## config.mk

```make
export PLATFORM = sky130hd
export DESIGN_NAME = div_iter_unit
export DESIGN_NICKNAME = d
export VERILOG_FILES = /design/src/rtl/div_iter_unit.sv
export SDC_FILE = /design/constraint.sdc
export NUM_CORES = 1
export LEC_CHECK = 0
export BUFFER_PORTS_ARGS = -buffer_cell sky130_fd_sc_hd__clkbuf_2
export CORE_UTILIZATION = 36
export CTS_CLUSTER_DIAMETER = 40
export DETAILED_ROUTE_END_ITERATION = 10
export PLACE_DENSITY_LB_ADDON = 0.25
export SLEW_MARGIN = 20
export SYNTH_ARGS = -nofsm -noshare
export SYNTH_HDL_FRONTEND = slang
export SYNTH_SLANG_ARGS = --single-unit
```

## constraint.sdc

```tcl
create_clock -name clk -period 8.82 [get_ports clk]
set_input_delay 0.441 -clock clk [delete_from_list [all_inputs] [get_ports clk]]
set_output_delay 0.441 -clock clk [all_outputs]
set_load 0.01 [all_outputs]
```

## src/rtl/div_iter_unit.sv

```systemverilog
// Multi-cycle radix-2 restoring divider for RV32M DIV/DIVU/REM/REMU.
// Returns one quotient bit per cycle; divide-by-zero and signed overflow bypass the iteration.
module div_iter_unit #(
    parameter int DATA_WIDTH = 32,
    parameter int TAG_WIDTH  = 5
) (
    input  logic                  clk,
    input  logic                  rst,
    input  logic                  start,
    input  logic [1:0]            op,
    input  logic [DATA_WIDTH-1:0] dividend,
    input  logic [DATA_WIDTH-1:0] divisor,
    input  logic [TAG_WIDTH-1:0]  tag_i,
    input  logic                  flush,
    output logic                  busy,
    output logic                  done,
    output logic [DATA_WIDTH-1:0] result,
    output logic [TAG_WIDTH-1:0]  tag_o
);

    localparam int CW = $clog2(DATA_WIDTH);
    localparam logic [CW-1:0]         CNT_ZERO = {CW{1'b0}};
    localparam logic [CW-1:0]         CNT_ONE  = {{(CW-1){1'b0}}, 1'b1};
    localparam logic [CW-1:0]         CNT_LAST = CW'(DATA_WIDTH - 1);
    localparam logic [DATA_WIDTH-1:0] ZERO_W   = {DATA_WIDTH{1'b0}};
    localparam logic [DATA_WIDTH-1:0] ONE_W    = {{(DATA_WIDTH-1){1'b0}}, 1'b1};
    localparam logic [DATA_WIDTH-1:0] ONES_W   = {DATA_WIDTH{1'b1}};
    localparam logic [DATA_WIDTH-1:0] MIN_W    = {1'b1, {(DATA_WIDTH-1){1'b0}}};
    localparam logic [TAG_WIDTH-1:0]  ZERO_T   = {TAG_WIDTH{1'b0}};

    typedef enum logic [1:0] {
        S_IDLE = 2'd0,
        S_CALC = 2'd1,
        S_FIN  = 2'd2
    } state_t;

    state_t state_q, state_d;

    logic                  busy_q, busy_d;
    logic                  done_q, done_d;
    logic [DATA_WIDTH-1:0] result_q, result_d;
    logic [TAG_WIDTH-1:0]  tag_q, tag_d;

    logic [CW-1:0]         cnt_q, cnt_d;
    logic [DATA_WIDTH-1:0] a_q, a_d;
    logic [DATA_WIDTH-1:0] rem_q, rem_d;
    logic [DATA_WIDTH-1:0] dvs_q, dvs_d;
    logic [DATA_WIDTH-1:0] dvd_q, dvd_d;
    logic [TAG_WIDTH-1:0]  tag_hold_q, tag_hold_d;
    logic                  is_rem_q, is_rem_d;
    logic                  qneg_q, qneg_d;
    logic                  rneg_q, rneg_d;
    logic                  dz_q, dz_d;
    logic                  ovf_q, ovf_d;

    logic                  accept_s;
    logic                  signed_op_s;
    logic                  dd_neg_s, ds_neg_s;
    logic                  dz_s, ovf_s;
    logic [DATA_WIDTH-1:0] dd_abs_s, ds_abs_s;
    logic [DATA_WIDTH:0]   r_shift_s, diff_s;
    logic [DATA_WIDTH-1:0] q_val_s, r_val_s, fin_val_s;

    // The done cycle keeps busy high, so a start there is ignored by the busy gate.
    assign accept_s    = (state_q == S_IDLE) && !busy_q && start && !flush;
    assign signed_op_s = ~op[0];
    assign dd_neg_s    = signed_op_s & dividend[DATA_WIDTH-1];
    assign ds_neg_s    = signed_op_s & divisor[DATA_WIDTH-1];
    assign dd_abs_s    = dd_neg_s ? (~dividend + ONE_W) : dividend;
    assign ds_abs_s    = ds_neg_s ? (~divisor + ONE_W) : divisor;
    assign dz_s        = (divisor == ZERO_W);
    assign ovf_s       = signed_op_s && (dividend == MIN_W) && (divisor == ONES_W);

    // Restoring step on W+1 bits so the compare never overflows.
    assign r_shift_s = {rem_q, a_q[DATA_WIDTH-1]};
    assign diff_s    = r_shift_s - {1'b0, dvs_q};

    // State register.
    always_ff @(posedge clk or posedge rst) begin
        if (rst) begin
            state_q <= S_IDLE;
        end else begin
            state_q <= state_d;
        end
    end

    // Next-state logic.
    always_comb begin
        state_d = state_q;
        case (state_q)
            S_IDLE: begin
                if (accept_s) begin
                    state_d = (dz_s || ovf_s) ? S_FIN : S_CALC;
                end else begin
                    state_d = S_IDLE;
                end
            end
            S_CALC: begin
                if (flush) begin
                    state_d = S_IDLE;
                end else if (cnt_q == CNT_LAST) begin
                    state_d = S_FIN;
                end else begin
                    state_d = S_CALC;
                end
            end
            S_FIN:   state_d = S_IDLE;
            default: state_d = S_IDLE;
        endcase
    end

    // Final sign fix-up and RISC-V special-case results.
    always_comb begin
        q_val_s = qneg_q ? (~a_q + ONE_W) : a_q;
        r_val_s = rneg_q ? (~rem_q + ONE_W) : rem_q;
        if (dz_q) begin
            q_val_s = ONES_W;
            r_val_s = dvd_q;
        end else if (ovf_q) begin
            q_val_s = MIN_W;
            r_val_s = ZERO_W;
        end else begin
            q_val_s = q_val_s;
            r_val_s = r_val_s;
        end
        fin_val_s = is_rem_q ? r_val_s : q_val_s;
    end

    // Output logic: results are captured at the end of FIN unless flushed.
    always_comb begin
        done_d   = (state_q == S_FIN) && !flush;
        busy_d   = (state_d != S_IDLE) || done_d;
        result_d = result_q;
        tag_d    = tag_q;
        if (done_d) begin
            result_d = fin_val_s;
            tag_d    = tag_hold_q;
        end else begin
            result_d = result_q;
            tag_d    = tag_q;
        end
    end

    always_ff @(posedge clk or posedge rst) begin
        if (rst) begin
            busy_q   <= 1'b0;
            done_q   <= 1'b0;
            result_q <= ZERO_W;
            tag_q    <= ZERO_T;
        end else begin
            busy_q   <= busy_d;
            done_q   <= done_d;
            result_q <= result_d;
            tag_q    <= tag_d;
        end
    end

    // Operand capture on accept, one quotient bit per CALC cycle (quotient shifts into a_q).
    always_comb begin
        cnt_d      = cnt_q;
        a_d        = a_q;
        rem_d      = rem_q;
        dvs_d      = dvs_q;
        dvd_d      = dvd_q;
        tag_hold_d = tag_hold_q;
        is_rem_d   = is_rem_q;
        qneg_d     = qneg_q;
        rneg_d     = rneg_q;
        dz_d       = dz_q;
        ovf_d      = ovf_q;
        if (accept_s) begin
            cnt_d      = CNT_ZERO;
            a_d        = dd_abs_s;
            rem_d      = ZERO_W;
            dvs_d      = ds_abs_s;
            dvd_d      = dividend;
            tag_hold_d = tag_i;
            is_rem_d   = op[1];
            qneg_d     = dd_neg_s ^ ds_neg_s;
            rneg_d     = dd_neg_s;
            dz_d       = dz_s;
            ovf_d      = ovf_s;
        end else if (state_q == S_CALC) begin
            cnt_d = cnt_q + CNT_ONE;
            if (!diff_s[DATA_WIDTH]) begin
                rem_d = diff_s[DATA_WIDTH-1:0];
                a_d   = {a_q[DATA_WIDTH-2:0], 1'b1};
            end else begin
                rem_d = r_shift_s[DATA_WIDTH-1:0];
                a_d   = {a_q[DATA_WIDTH-2:0], 1'b0};
            end
        end else begin
            cnt_d = cnt_q;
        end
    end

    always_ff @(posedge clk or posedge rst) begin
        if (rst) begin
            cnt_q      <= CNT_ZERO;
            a_q        <= ZERO_W;
            rem_q      <= ZERO_W;
            dvs_q      <= ZERO_W;
            dvd_q      <= ZERO_W;
            tag_hold_q <= ZERO_T;
            is_rem_q   <= 1'b0;
            qneg_q     <= 1'b0;
            rneg_q     <= 1'b0;
            dz_q       <= 1'b0;
            ovf_q      <= 1'b0;
        end else begin
            cnt_q      <= cnt_d;
            a_q        <= a_d;
            rem_q      <= rem_d;
            dvs_q      <= dvs_d;
            dvd_q      <= dvd_d;
            tag_hold_q <= tag_hold_d;
            is_rem_q   <= is_rem_d;
            qneg_q     <= qneg_d;
            rneg_q     <= rneg_d;
            dz_q       <= dz_d;
            ovf_q      <= ovf_d;
        end
    end

    assign busy   = busy_q;
    assign done   = done_q;
    assign result = result_q;
    assign tag_o  = tag_q;

endmodule

```

; After elaboration in Yosys (flattened, before gate mapping)
; Cells that the tools add are included.
[totals]
ff_bits = 184
in_bits = 75
out_inout_bits = 39
elab_cells = 71
[classes]
addsub = 6
eq_ne = 5
mux = 22
bitwise = 8
reduce_logical = 14
[ops]
columns = cell, count
row1 = $mux 32, 14
row2 = $add 32x1->32 const B, 4
row3 = $not 32->32, 4
row4 = $eq 32x32->1 const B, 2
row5 = $sub 33x32->33, 1
row6 = $logic_not 32->1, 1
row7 = $mux 5, 2
row8 = $mux 2, 4
row9 = $logic_and 1x1->1, 6
row10 = $add 5x1->5 const B, 1
row11 = $eq 5x5->1 const B, 1
row12 = $pmux 2 s2, 1
row13 = $reduce_bool 2->1, 2
row14 = $and 1x1->1, 2
row15 = $eq 2x1->1 const B, 1
row16 = $eq 2x2->1 const B, 1
row17 = $logic_not 1->1, 2
row18 = $logic_not 2->1, 1
row19 = $logic_or 1x1->1, 2
row20 = $mux 1, 1
row21 = $not 1->1, 1
row22 = $xor 1x1->1, 1

; Logic depth before layout (Yosys ltp)
[logic_depth]
depth_word = 9
depth_mapped = 13
ltp_nobuf = 12

; Worst setup path after synthesis
; OpenSTA, ideal clock, no wires.
[synth_timing]
path_kind = flip-flop to flip-flop
start = register rem_q[13]
end = register rem_q[14]
setup_time_ps = 133
t_arrival_ps = 3048
required_time_ps = 8687
path_slack_ps = 5638
path_stages_with_launch = 13
n_path_buf = 2
period_less_slack_ps = 3182
path_cell_list = dfrtp_1 ha_1 clkbuf_1 nand4_1 or2_2 or4_1 o31ai_1 o31ai_1 xnor2_1 clkbuf_1 nor2_1 a31oi_1 o21ai_0
[synth_via]
elab_chain_cells = 4
[synth_rtl]
columns = element, line
row1 = start: declaration, 46  ; logic [DATA_WIDTH-1:0] rem_q, rem_d;
row2 = start signal: assignment, 213  ; rem_q <= rem_d;
row3 = $sub 33x32->33, 76  ; assign diff_s = r_shift_s - {1'b0, dvs_q};
row4 = $mux 32 *, 185  ; if (!diff_s[DATA_WIDTH]) begin
row5 = $mux 32 *, 183  ; end else if (state_q == S_CALC) begin
row6 = $mux 32 *, 171  ; if (accept_s) begin
; Every way passes the cells marked *; elsewhere a longest branch is shown, timed or not. The select of a mux whose other input is x is not followed.
; A chain may end at the register's enable or synchronous reset.

; Worst setup path in the final report
[layout_timing]
start = register rem_q[8]
end = register rem_q[15]
[layout_via]
elab_chain_cells = 4
[layout_rtl]
columns = element, line
row1 = $sub 33x32->33, 76
row2 = $mux 32, 185
row3 = $mux 32, 183
row4 = $mux 32, 171
; No other way between the ends. The select of a mux whose other input is x is not followed.

==> results.ini <==
[outcome]
outcome = finished clean

[setup_path]
crit_chain = ha_1 -> nand4_1 -> or2_2 -> or4_1 -> o31ai_1 -> o31ai_1 -> xnor2_2 -> buf_4 -> mux2i_1 -> o21ai_0
crit_family = simple AND/OR/NAND/NOR gates
slowest_delay_ps = 600
worstSetupEndpointType = flip-flop
crit_top_cell = o31ai_1
cp_num_buf_inv = 1
crit_fanout = 28
startpoint_type = flip-flop
r2r_slack_ps = 4700
path_class = flip-flop to flip-flop
slowest_stage = xnor2_2
cp.arrival_ps = 4400
cp.required_ps = 9100

[yosys]
synth_xor_area_share_pct = 10.4
synth_mux_area_share_pct = 2.26
synth_compound_area_share_pct = 20.0
synth_top_family_by_area = simple AND/OR/NAND/NOR gates
yosys.area_share.simple_pct = 22.1
syn_inst = 1567
synth_cell_types = 68
synth_adder_area_share_pct = 4.05
ys_seq_area_share_pct = 36.7
async_reset_ff_share_pct = 100
synth_top_flop_cell = dfrtp_1
synth_edf_count = 0
synth_nets = 1682
syn-cell-area_um2 = 12600
yosys_warnings = 0
syn_area_per_cell_um2 = 8.01
synth-seq-cells = 184

[die]
die_x_um = 189
die_area_um2 = 35600
coreArea_um2 = 34500
start_util_pct = 36.4
num_rows = 68
ios = 114
die_h_um = 189

[place]
port_buffers = 113
placed_cell_area_um2 = 13500
dp_hpwl_mm = 26.6
dp.cells = 2053
dp_slack_ps = 4730
gp_congestion = 0.873

[worst_hold_path]
min_path_type = input port to asynchronous set/reset pin

[sta]
hold_viol = 0
setup_violations = 0
rsz0062_at_grt = no
min_period_ps = 4120
fin_crit_sh_pct = 46.7
setup_tns_ps = 0
finalMaxSlewViolations = 0
slew_headroom_pct = 23.0
worstMarginPinSlew_ps = 1160
skew_ps = 17.6
worst_slack_ps = 4700
fmax_mhz = 243

[grt]
met3_usage_pct = 2.79
grt_antenna_before_repair = 0
overflow = 0
grt_pass1_vias = 10800
grt_max_degree = 124
track_usage_pct = 21.2
busiest_layer = met2
grt_pass1_wl_mm = 60.1
gr-usage-met1_pct = 30.4
grt_util_met2_pct = 33.9

[detailed_routing]
drtIter0Drc = 1139
drt-total-wl_mm = 37.6
vias = 11600
firstDrtPassIters = 7
drc = 0
ant_nets = 0
post_drt_via_cell_ratio = 5.55
wl_per_cell_um = 18.0

[final_layout]
area_growth_pct = 11.9
n_antenna_cell = 0
nets = 1732
final_cell_area_um2 = 14000
finalNonFillerCells = 2084
drive_above_1_share_pct = 12.0
utilization_pct = 40.8

[power]
p_leak_nw = 6.19
peakVddDrop_v = 0.000137
power_density_nw_per_um2 = 300

[clock_tree]
worstSkewPairLatency_ps = 450
clock_sinks = 184
clkTransAtPathRegs_ps = 80
cts_buffer_depth = 2
cts_resized = 0
cts_tree = yes
cts-root-buf = clkbuf_16
htree_levels = 4
post_cts_buffers = 0
cts_inserted_buffers = 17
ctsHoldBuffers = 0

[job]
cap_violations = 0

worst paths after layout:
check                           startpoint            end  depth (start not counted)
worst min-delay path                   rst       dvd_q[9]                          2
worst max register to register    rem_q[8]      rem_q[15]                         10
worst min register to register   dvd_q[19]      dvd_q[19]                          2
max in group asynchronous              rst      dvs_q[31]                          3
worst max-delay path              rem_q[8]      rem_q[15]                         10
min in group clk                  tag_i[0]  tag_hold_q[0]                          3
final cells by class:
cell class	instances	area, um2
Sequential cell	184	4600
Tap cell	455	569
Fill cell	3567	20400
Inverter	53	206
Timing Repair Buffer	126	663
Clock inverter	14	158
Multi-Input combinational cell	1235	7420
Clock buffer	17	425
state kept, by name (all words and copies together), names as in the netlist, 5 cells and up:
name	cells
tag_hold_q	5
rem_q	32
result	32
dvd_q	32
dvs_q	32
a_q	32
tag_o	5
cnt_q	5
metrics by stage:
step	hold WS, ps	power (W)
CTS	174	0.00420
floorplan	437	0.00286
global route	188	0.00453
finish	173	0.00421
global placement	447	0.00340
detailed placement	453	0.00341
cell families after synthesis:
logic type / Yosys count
mux: 28
flops: 184
fa+ha+maj: 40
compound gates: 408
xor+xnor: 149
buf+inv: 148
simple gates: 610
cells in the mapped netlist, drive strengths merged (22+ instances only):
master,count,share of area [%]
nand2,305,9.1
dfrtp,184,37
o21ai,165,6.6
nor2,112,3.3
clkbuf,86,2.6
xor2,80,5.6
a21oi,70,2.8
xnor2,69,4.8
inv,52,1.6
nand3,40,1.6
ha,39,3.9
o31ai,36,2.3
a31oi,35,1.7
mux2i,25,2.0
nor3,24,0.96
or3,22,1.2
or4,22,1.5
where the power goes:
group          internal [W]  total, W  switching [W]
logic              0.000852   0.00208        0.00123
clock network      0.000402  0.000788       0.000386
registers           0.00107   0.00135       0.000280
total               0.00232   0.00421        0.00189
metal layers:
| metal | share of wire (%) | wire length [um] |
|---|---|---|
| met1 | 47 | 17700 |
| met5 | 0 | 0 |
| met4 | 1.1 | 406 |
| met3 | 6.2 | 2330 |
| met2 | 45 | 17100 |
placed cells by master (no fill, tap or decap), types with 14 or more instances in the layout:
master,synthesis,layout
nand4_1,20,20
inv_1,52,51
o31ai_1,33,33
clkbuf_16,0,17
nor2_1,112,112
ha_1,39,39
a31oi_1,35,35
dfrtp_1,184,184
nand2_1,305,305
nor3_1,24,24
a21oi_1,70,70
xnor2_1,69,68
clkbuf_2,0,113
xor2_1,80,80
or3_1,19,19
nand3_1,40,39
or4_1,17,17
o22ai_1,17,17
o21ai_0,162,162
mux2i_1,25,25
nand2b_1,15,14
worst register-to-register path, stage by stage (launching register included):
cell and delay [ps]:
dfrtp_1 470, ha_1 440, nand4_1 190, or2_2 360, or4_1 500, o31ai_1 380, o31ai_1 180, xnor2_2 600
buf_4 490, mux2i_1 250, o21ai_0 100
(Power assumes the default switching activity.)
